--- src/rtl/alu_rs.sv ---
// rtl/alu_rs.sv - ALU reservation station: CDB wakeup, dispatch-time capture, one issue per cycle.
// Optional RS_AGE_ORDER_EN selects oldest-ready issue; default build issues lowest-index ready entry.
module alu_rs #(
   parameter int RS_SIZE      = 8,
   parameter int RS_IDX_WIDTH = 3,
   parameter int ROB_ID_WIDTH = 4,
   parameter int ALU_OP_WIDTH = 4,
   parameter int XLEN         = 32
) (
   input  logic                    clk,
   input  logic                    rst,
   input  logic                    flush,
   input  logic                    dec_valid,
   input  logic [ALU_OP_WIDTH-1:0] dec_op,
   input  logic [ROB_ID_WIDTH-1:0] dec_rob_id,
   input  logic [XLEN-1:0]         dec_val_1,
   input  logic [XLEN-1:0]         dec_val_2,
   input  logic                    dec_dep_1,
   input  logic                    dec_dep_2,
   input  logic [ROB_ID_WIDTH-1:0] dec_tag_1,
   input  logic [ROB_ID_WIDTH-1:0] dec_tag_2,
   input  logic                    cdb_alu_ready,
   input  logic [ROB_ID_WIDTH-1:0] cdb_alu_rob_id,
   input  logic [XLEN-1:0]         cdb_alu_value,
   input  logic                    cdb_lsb_ready,
   input  logic [ROB_ID_WIDTH-1:0] cdb_lsb_rob_id,
   input  logic [XLEN-1:0]         cdb_lsb_value,
   output logic                    full,
   output logic                    rs_ready,
   output logic [ALU_OP_WIDTH-1:0] rs_op,
   output logic [XLEN-1:0]         rs_val_1,
   output logic [XLEN-1:0]         rs_val_2,
   output logic [ROB_ID_WIDTH-1:0] alu_rob_id
);
   logic [RS_SIZE-1:0]      r_busy;
   logic [RS_SIZE-1:0]      r_dep_1;
   logic [RS_SIZE-1:0]      r_dep_2;
   logic [ALU_OP_WIDTH-1:0] r_op    [RS_SIZE];
   logic [ROB_ID_WIDTH-1:0] r_rob   [RS_SIZE];
   logic [XLEN-1:0]         r_val_1 [RS_SIZE];
   logic [XLEN-1:0]         r_val_2 [RS_SIZE];
   logic [ROB_ID_WIDTH-1:0] r_tag_1 [RS_SIZE];
   logic [ROB_ID_WIDTH-1:0] r_tag_2 [RS_SIZE];
   logic [ROB_ID_WIDTH-1:0] r_rs_rob;
`ifdef RS_AGE_ORDER_EN
   // r_age[i][j] set: entry j was dispatched before entry i
   logic [RS_SIZE-1:0]      r_age   [RS_SIZE];
`endif

   logic [RS_SIZE-1:0]      w_rdy;
   logic [RS_IDX_WIDTH-1:0] w_free_idx;
   logic [RS_IDX_WIDTH-1:0] w_sel_idx;
   logic                    w_sel_found;
   logic                    w_dispatch;
   logic                    w_dec_alu_1;
   logic                    w_dec_lsb_1;
   logic                    w_dec_alu_2;
   logic                    w_dec_lsb_2;

   assign full        = &r_busy;
   assign w_rdy       = r_busy & ~r_dep_1 & ~r_dep_2;
   assign w_dispatch  = dec_valid && !full;
   assign w_dec_alu_1 = dec_dep_1 && cdb_alu_ready && (cdb_alu_rob_id == dec_tag_1);
   assign w_dec_lsb_1 = dec_dep_1 && cdb_lsb_ready && (cdb_lsb_rob_id == dec_tag_1);
   assign w_dec_alu_2 = dec_dep_2 && cdb_alu_ready && (cdb_alu_rob_id == dec_tag_2);
   assign w_dec_lsb_2 = dec_dep_2 && cdb_lsb_ready && (cdb_lsb_rob_id == dec_tag_2);

   always_comb begin
      w_free_idx  = '0;
      w_sel_idx   = '0;
      w_sel_found = 1'b0;
      for (int i = RS_SIZE - 1; i >= 0; i--) begin
         if (!r_busy[i]) w_free_idx = RS_IDX_WIDTH'(i);
      end
`ifdef RS_AGE_ORDER_EN
      for (int i = 0; i < RS_SIZE; i++) begin
         if (w_rdy[i] && ((r_age[i] & w_rdy) == '0)) begin
            w_sel_idx   = RS_IDX_WIDTH'(i);
            w_sel_found = 1'b1;
         end
      end
`else
      for (int i = RS_SIZE - 1; i >= 0; i--) begin
         if (w_rdy[i]) begin
            w_sel_idx   = RS_IDX_WIDTH'(i);
            w_sel_found = 1'b1;
         end
      end
`endif
   end

   // Payload needs no reset: every consumer is qualified by r_busy
   always_ff @(posedge clk) begin
      for (int i = 0; i < RS_SIZE; i++) begin
         if (r_busy[i] && r_dep_1[i]) begin
            if (cdb_alu_ready && (r_tag_1[i] == cdb_alu_rob_id)) begin
               r_val_1[i] <= cdb_alu_value;
               r_dep_1[i] <= 1'b0;
            end else if (cdb_lsb_ready && (r_tag_1[i] == cdb_lsb_rob_id)) begin
               r_val_1[i] <= cdb_lsb_value;
               r_dep_1[i] <= 1'b0;
            end
         end
         if (r_busy[i] && r_dep_2[i]) begin
            if (cdb_alu_ready && (r_tag_2[i] == cdb_alu_rob_id)) begin
               r_val_2[i] <= cdb_alu_value;
               r_dep_2[i] <= 1'b0;
            end else if (cdb_lsb_ready && (r_tag_2[i] == cdb_lsb_rob_id)) begin
               r_val_2[i] <= cdb_lsb_value;
               r_dep_2[i] <= 1'b0;
            end
         end
      end
      if (w_dispatch) begin
         r_op[w_free_idx]    <= dec_op;
         r_rob[w_free_idx]   <= dec_rob_id;
         r_tag_1[w_free_idx] <= dec_tag_1;
         r_tag_2[w_free_idx] <= dec_tag_2;
         r_dep_1[w_free_idx] <= dec_dep_1 && !w_dec_alu_1 && !w_dec_lsb_1;
         r_dep_2[w_free_idx] <= dec_dep_2 && !w_dec_alu_2 && !w_dec_lsb_2;
         r_val_1[w_free_idx] <= w_dec_alu_1 ? cdb_alu_value :
                                w_dec_lsb_1 ? cdb_lsb_value : dec_val_1;
         r_val_2[w_free_idx] <= w_dec_alu_2 ? cdb_alu_value :
                                w_dec_lsb_2 ? cdb_lsb_value : dec_val_2;
      end
   end

   always_ff @(posedge clk or posedge rst) begin
      if (rst) begin
         r_busy     <= '0;
         rs_ready   <= 1'b0;
         rs_op      <= '0;
         rs_val_1   <= '0;
         rs_val_2   <= '0;
         r_rs_rob   <= '0;
         alu_rob_id <= '0;
`ifdef RS_AGE_ORDER_EN
         for (int i = 0; i < RS_SIZE; i++) r_age[i] <= '0;
`endif
      end else if (flush) begin
         r_busy     <= '0;
         rs_ready   <= 1'b0;
         rs_op      <= '0;
         rs_val_1   <= '0;
         rs_val_2   <= '0;
         r_rs_rob   <= '0;
         alu_rob_id <= '0;
`ifdef RS_AGE_ORDER_EN
         for (int i = 0; i < RS_SIZE; i++) r_age[i] <= '0;
`endif
      end else begin
         if (rs_ready) alu_rob_id <= r_rs_rob;
         rs_ready <= w_sel_found;
         if (w_sel_found) begin
            rs_op             <= r_op[w_sel_idx];
            rs_val_1          <= r_val_1[w_sel_idx];
            rs_val_2          <= r_val_2[w_sel_idx];
            r_rs_rob          <= r_rob[w_sel_idx];
            r_busy[w_sel_idx] <= 1'b0;
         end else begin
            rs_op    <= '0;
            rs_val_1 <= '0;
            rs_val_2 <= '0;
         end
         // Free slot is taken from pre-edge busy, so it never collides with the issuing slot
         if (w_dispatch) begin
            r_busy[w_free_idx] <= 1'b1;
`ifdef RS_AGE_ORDER_EN
            for (int j = 0; j < RS_SIZE; j++) r_age[j][w_free_idx] <= 1'b0;
            r_age[w_free_idx] <= r_busy;
`endif
         end
      end
   end
endmodule

--- config.mk ---
export PLATFORM = sky130hd
export DESIGN_NAME = alu_rs
export DESIGN_NICKNAME = d
export VERILOG_FILES = /design/src/rtl/alu_rs.sv
export SDC_FILE = /design/constraint.sdc
export NUM_CORES = 2
export LEC_CHECK = 0
export BUFFER_PORTS_ARGS = -buffer_cell sky130_fd_sc_hd__buf_4
export CAP_MARGIN = 20
export CELL_PAD_IN_SITES_DETAIL_PLACEMENT = 1
export CELL_PAD_IN_SITES_GLOBAL_PLACEMENT = 2
export CORE_AREA = 2 2 304 306
export CTS_CLUSTER_SIZE = 8
export DETAILED_ROUTE_END_ITERATION = 7
export DIE_AREA = 0 0 306 308
export GPL_TIMING_DRIVEN = 0
export PLACE_DENSITY = 0.95
export SYNTH_ARGS = -nofsm -noshare
export SYNTH_HDL_FRONTEND = slang
export SYNTH_SLANG_ARGS = --single-unit
export TNS_END_PERCENT = 30
--- constraint.sdc ---
create_clock -name clk -period 5.83 [get_ports clk]
set_input_delay 0.583 -clock clk [delete_from_list [all_inputs] [get_ports clk]]
set_output_delay 0.583 -clock clk [all_outputs]
set_load 0.02 [all_outputs]
==> flow_metrics.env <==
export IMPL_relSlewSlack_pct=10.4
export IMPL_drv_slew=0
export IMPL_grt_pass1_vias=36700
export IMPL_max_cap_violations=0
export IMPL_switchingPower_mw=3.76
export IMPL_finalSetupTns_ns=0
export IMPL_synth_area_um2=41500
export IMPL_cts_setup_buffers=0
export IMPL_ys_seq_elements=741
export IMPL_cts_buffer_depth=3
export IMPL_core_area_um2=91000
export IMPL_start_kind="flip-flop"
export IMPL_crit_required_ns=6.34
export IMPL_root_buffer="clkbuf_16"
export IMPL_combinationalPowerShare_pct=12.8
export IMPL_routed_wl_mm=179
export IMPL_fin_crit_ns=4.55
export IMPL_htreeDepth=3
export IMPL_crit_type="flip-flop to flip-flop"
export IMPL_syn_num_nets=3757
export IMPL_dr_total_vias=35600
export IMPL_finalClockSkew_ns=0.0472
export IMPL_tightestPinTransition_ns=1.34
export IMPL_min_period_over_period_pct=78.1
export IMPL_io_buffers=159
export IMPL_max_freq_mhz=220
export IMPL_nets=4049
export IMPL_cts_tree="built"
export IMPL_crit_arrival_ns=5.07
export IMPL_ir_drop_v=0.000216
export IMPL_synthFlopType="edfxtp_1"
export IMPL_grt_max_degree=50
export IMPL_gr_total_overflow=0
export IMPL_ant_nets=0
export IMPL_die_area_um2=94200
export IMPL_rsz0062_at_grt="no"
export IMPL_yosys_warnings=0
export IMPL_dr_pass1_iters=6
export IMPL_layout_common_cells="mux2i_1, edfxtp_1, clkbuf_1"
export IMPL_cp_end_kind="flip-flop"
export IMPL_yosysUniqueCellTypes=54
export IMPL_p_seq_share_pct=44.1
export IMPL_die_h_um=308
export IMPL_io_pins=234
export IMPL_avgSynthCellArea_um2=11.5
export IMPL_cp_max_fo=10
export IMPL_leakage_nw=20.3
export IMPL_die_w_um=306
export IMPL_final_setup_viol_count=0
export IMPL_hold_slack_ns=0.0440
export IMPL_clock_sinks=741
export IMPL_grt_pass1_wl_mm=254
export IMPL_num_rows=111
export IMPL_post_dp_cell_area_um2=44900
export IMPL_p_clk_share_pct=43.1
export IMPL_powerDensity_nw_per_um2=284
export IMPL_cts_resized=0
export IMPL_clk_pin_slew_ns=0.05
export IMPL_hold_path_class="primary input to asynchronous set/reset pin"
export IMPL_syn_inst=3597
export IMPL_synthArstFlopShare_pct=11.5
export IMPL_cts_hold_buffers_added=0
export IMPL_track_usage_pct=37.1
export IMPL_clock_latency_ns=0.71
export IMPL_cts_made_buffers=103
export IMPL_initial_utilization_pct=45.6
export IMPL_antenna_found_initial=12
export IMPL_drt_iter0_markers=4737
export IMPL_internal_power_mw=9.86
export IMPL_routed_via_density=6.89
export IMPL_switching_share_pct=27.6
export IMPL_power_mw=13.6
export IMPL_drc=0
export IMPL_routedWlPerCell_um=34.7
export IMPL_dp_hpwl_mm=127
export IMPL_status="complete, no violations"
export IMPL_place_congestion=0.961
export IMPL_drive_above_1_share_pct=12.9
export IMPL_area_growth_pct=15.6
export IMPL_final_common_cell="mux2i_1"
export IMPL_hold_viol=0
export IMPL_yosysSeqAreaShare_pct=52.2
export IMPL_final_area_um2=48000
export IMPL_synth_edff_count=640
==> layout make-up <==
| class | count | area (um^2) |
|---|---|---|
| fillers | 9521 | 43000 |
| flip-flops and latches | 741 | 21700 |
| multi-input cells | 2395 | 18100 |
| clock buffers | 188 | 2980 |
| plain buffers | 433 | 1820 |
| repair buffers | 187 | 1770 |
| well taps | 1186 | 1480 |
| inverters | 28 | 108 |
| clock inverters | 3 | 41.3 |
| diodes | 6 | 15.0 |
==> power groups by stage <==
stage	sequential [mW]	combinational, mW	clock [mW]
2_1_floorplan	6.13	0.897	0
3_3_place_gp	6.11	1.56	0
3_5_place_dp	6.11	1.66	0
4_1_cts	6.00	1.68	5.81
5_1_grt	6.01	1.80	6.00
6_report	6.00	1.75	5.87
==> state kept, by name, summed over array words and instances (netlist names) <==
name	cells
r_rs_rob	4
r_dep_1	8
rs_op	4
rs_ready	1
r_val_2	256
r_tag_1	32
r_tag_2	32
r_rob	32
rs_val_1	32
r_dep_2	8
rs_val_2	32
r_busy	8
alu_rob_id	4
r_op	32
r_val_1	256
==> logic make-up after synthesis <==
kind of cell           count (synthesis)  share of synthesized area (%)
AO/OA/AOI/OAI                        889                           13.6
multiplexers                         851                           20.9
flip-flops                           741                           52.2
AND/OR/NAND/NOR                      517                           5.74
buffers and inverters                461                           4.63
XOR/XNOR                             138                           2.91
==> per-stage QoR <==
| stage | util (%) | std cells | setup WS, ns |
|---|---|---|---|
| 2_1_floorplan | - | 3597 | 1.46 |
| 3_3_place_gp | 48.5 | 4942 | -1.77 |
| 6_report | 52.7 | 5167 | 1.28 |
| 4_1_cts | 52.7 | 5158 | 1.70 |
| 5_1_grt | 52.7 | 5163 | 1.42 |
| 3_5_place_dp | 49.3 | 4967 | 1.54 |
==> layer usage <==
layer / wire length [um] / up-vias / GRT usage (%) / share of wire [%]
met3: 21300 / 764 / 10.3 / 12
met4: 12900 / 12 / 24.1 / 7.2
met2: 80600 / 2755 / 58.1 / 45
met5: 170 / - / 0 / 0.095
met1: 64500 / 17800 / 45.2 / 36
li1: - / 14300 / - / -
==> synth_stat cells, types with 3 or more instances <==
cell	number	area share, %
mux2i_1	787	19
edfxtp_1	640	46
o21ai_0	244	2.9
clkbuf_1	237	2.1
nand2_1	196	1.8
a21oi_1	147	1.8
o211ai_1	137	2.5
o22ai_1	133	2.0
a2bb2oi_1	129	2.7
nand3_1	124	1.5
buf_2	106	1.3
xor2_1	96	2.0
dfrtp_1	85	5.1
nor2_1	80	0.72
buf_1	76	0.69
nor3_1	47	0.57
a31oi_1	45	0.68
xnor2_1	42	0.89
mux2_2	34	0.92
mux2i_2	29	0.96
inv_1	28	0.25
o21ai_1	21	0.25
nor4_1	19	0.29
dfxtp_1	16	0.77
nand4_1	16	0.24
buf_4	13	0.24
o221ai_1	6	0.13
a211oi_1	5	0.091
and3_1	5	0.075
nand2b_1	5	0.075
nor3b_1	5	0.091
a221oi_1	4	0.084
a32o_1	4	0.097
or3b_1	4	0.084
and2_1	3	0.045
nand3b_1	3	0.054
nor3b_2	3	0.091
==> path summary, 6_finish.rpt <==
check / slack [ns] / cells after the start / startpoint / to
worst max-delay path: 1.28 / 10 / r_busy[5] / rs_val_2[1]
worst min-delay path: 0.04 / 2 / rst / alu_rob_id[1]
worst max register to register: 1.28 / 10 / r_busy[5] / rs_val_2[1]
worst min register to register: 0.49 / 1 / r_rs_rob[1] / r_rs_rob[1]
max in group asynchronous: 5.05 / 3 / rst / rs_val_1[16]
min in group clk: 0.11 / 2 / flush / r_busy[7]
==> critical path: stages (launching register included) <==
cell,delay [ns]
dfrtp_1,0.37
buf_4,0.18
or3b_1,0.22
and2_1,0.14
buf_2,0.45
clkbuf_1,1.04
clkbuf_1,0.78
o22ai_1,0.23
a2bb2oi_1,0.27
o211ai_1,0.17
a21oi_1,0.51
Note: power is estimated with default switching activity, not from simulation.
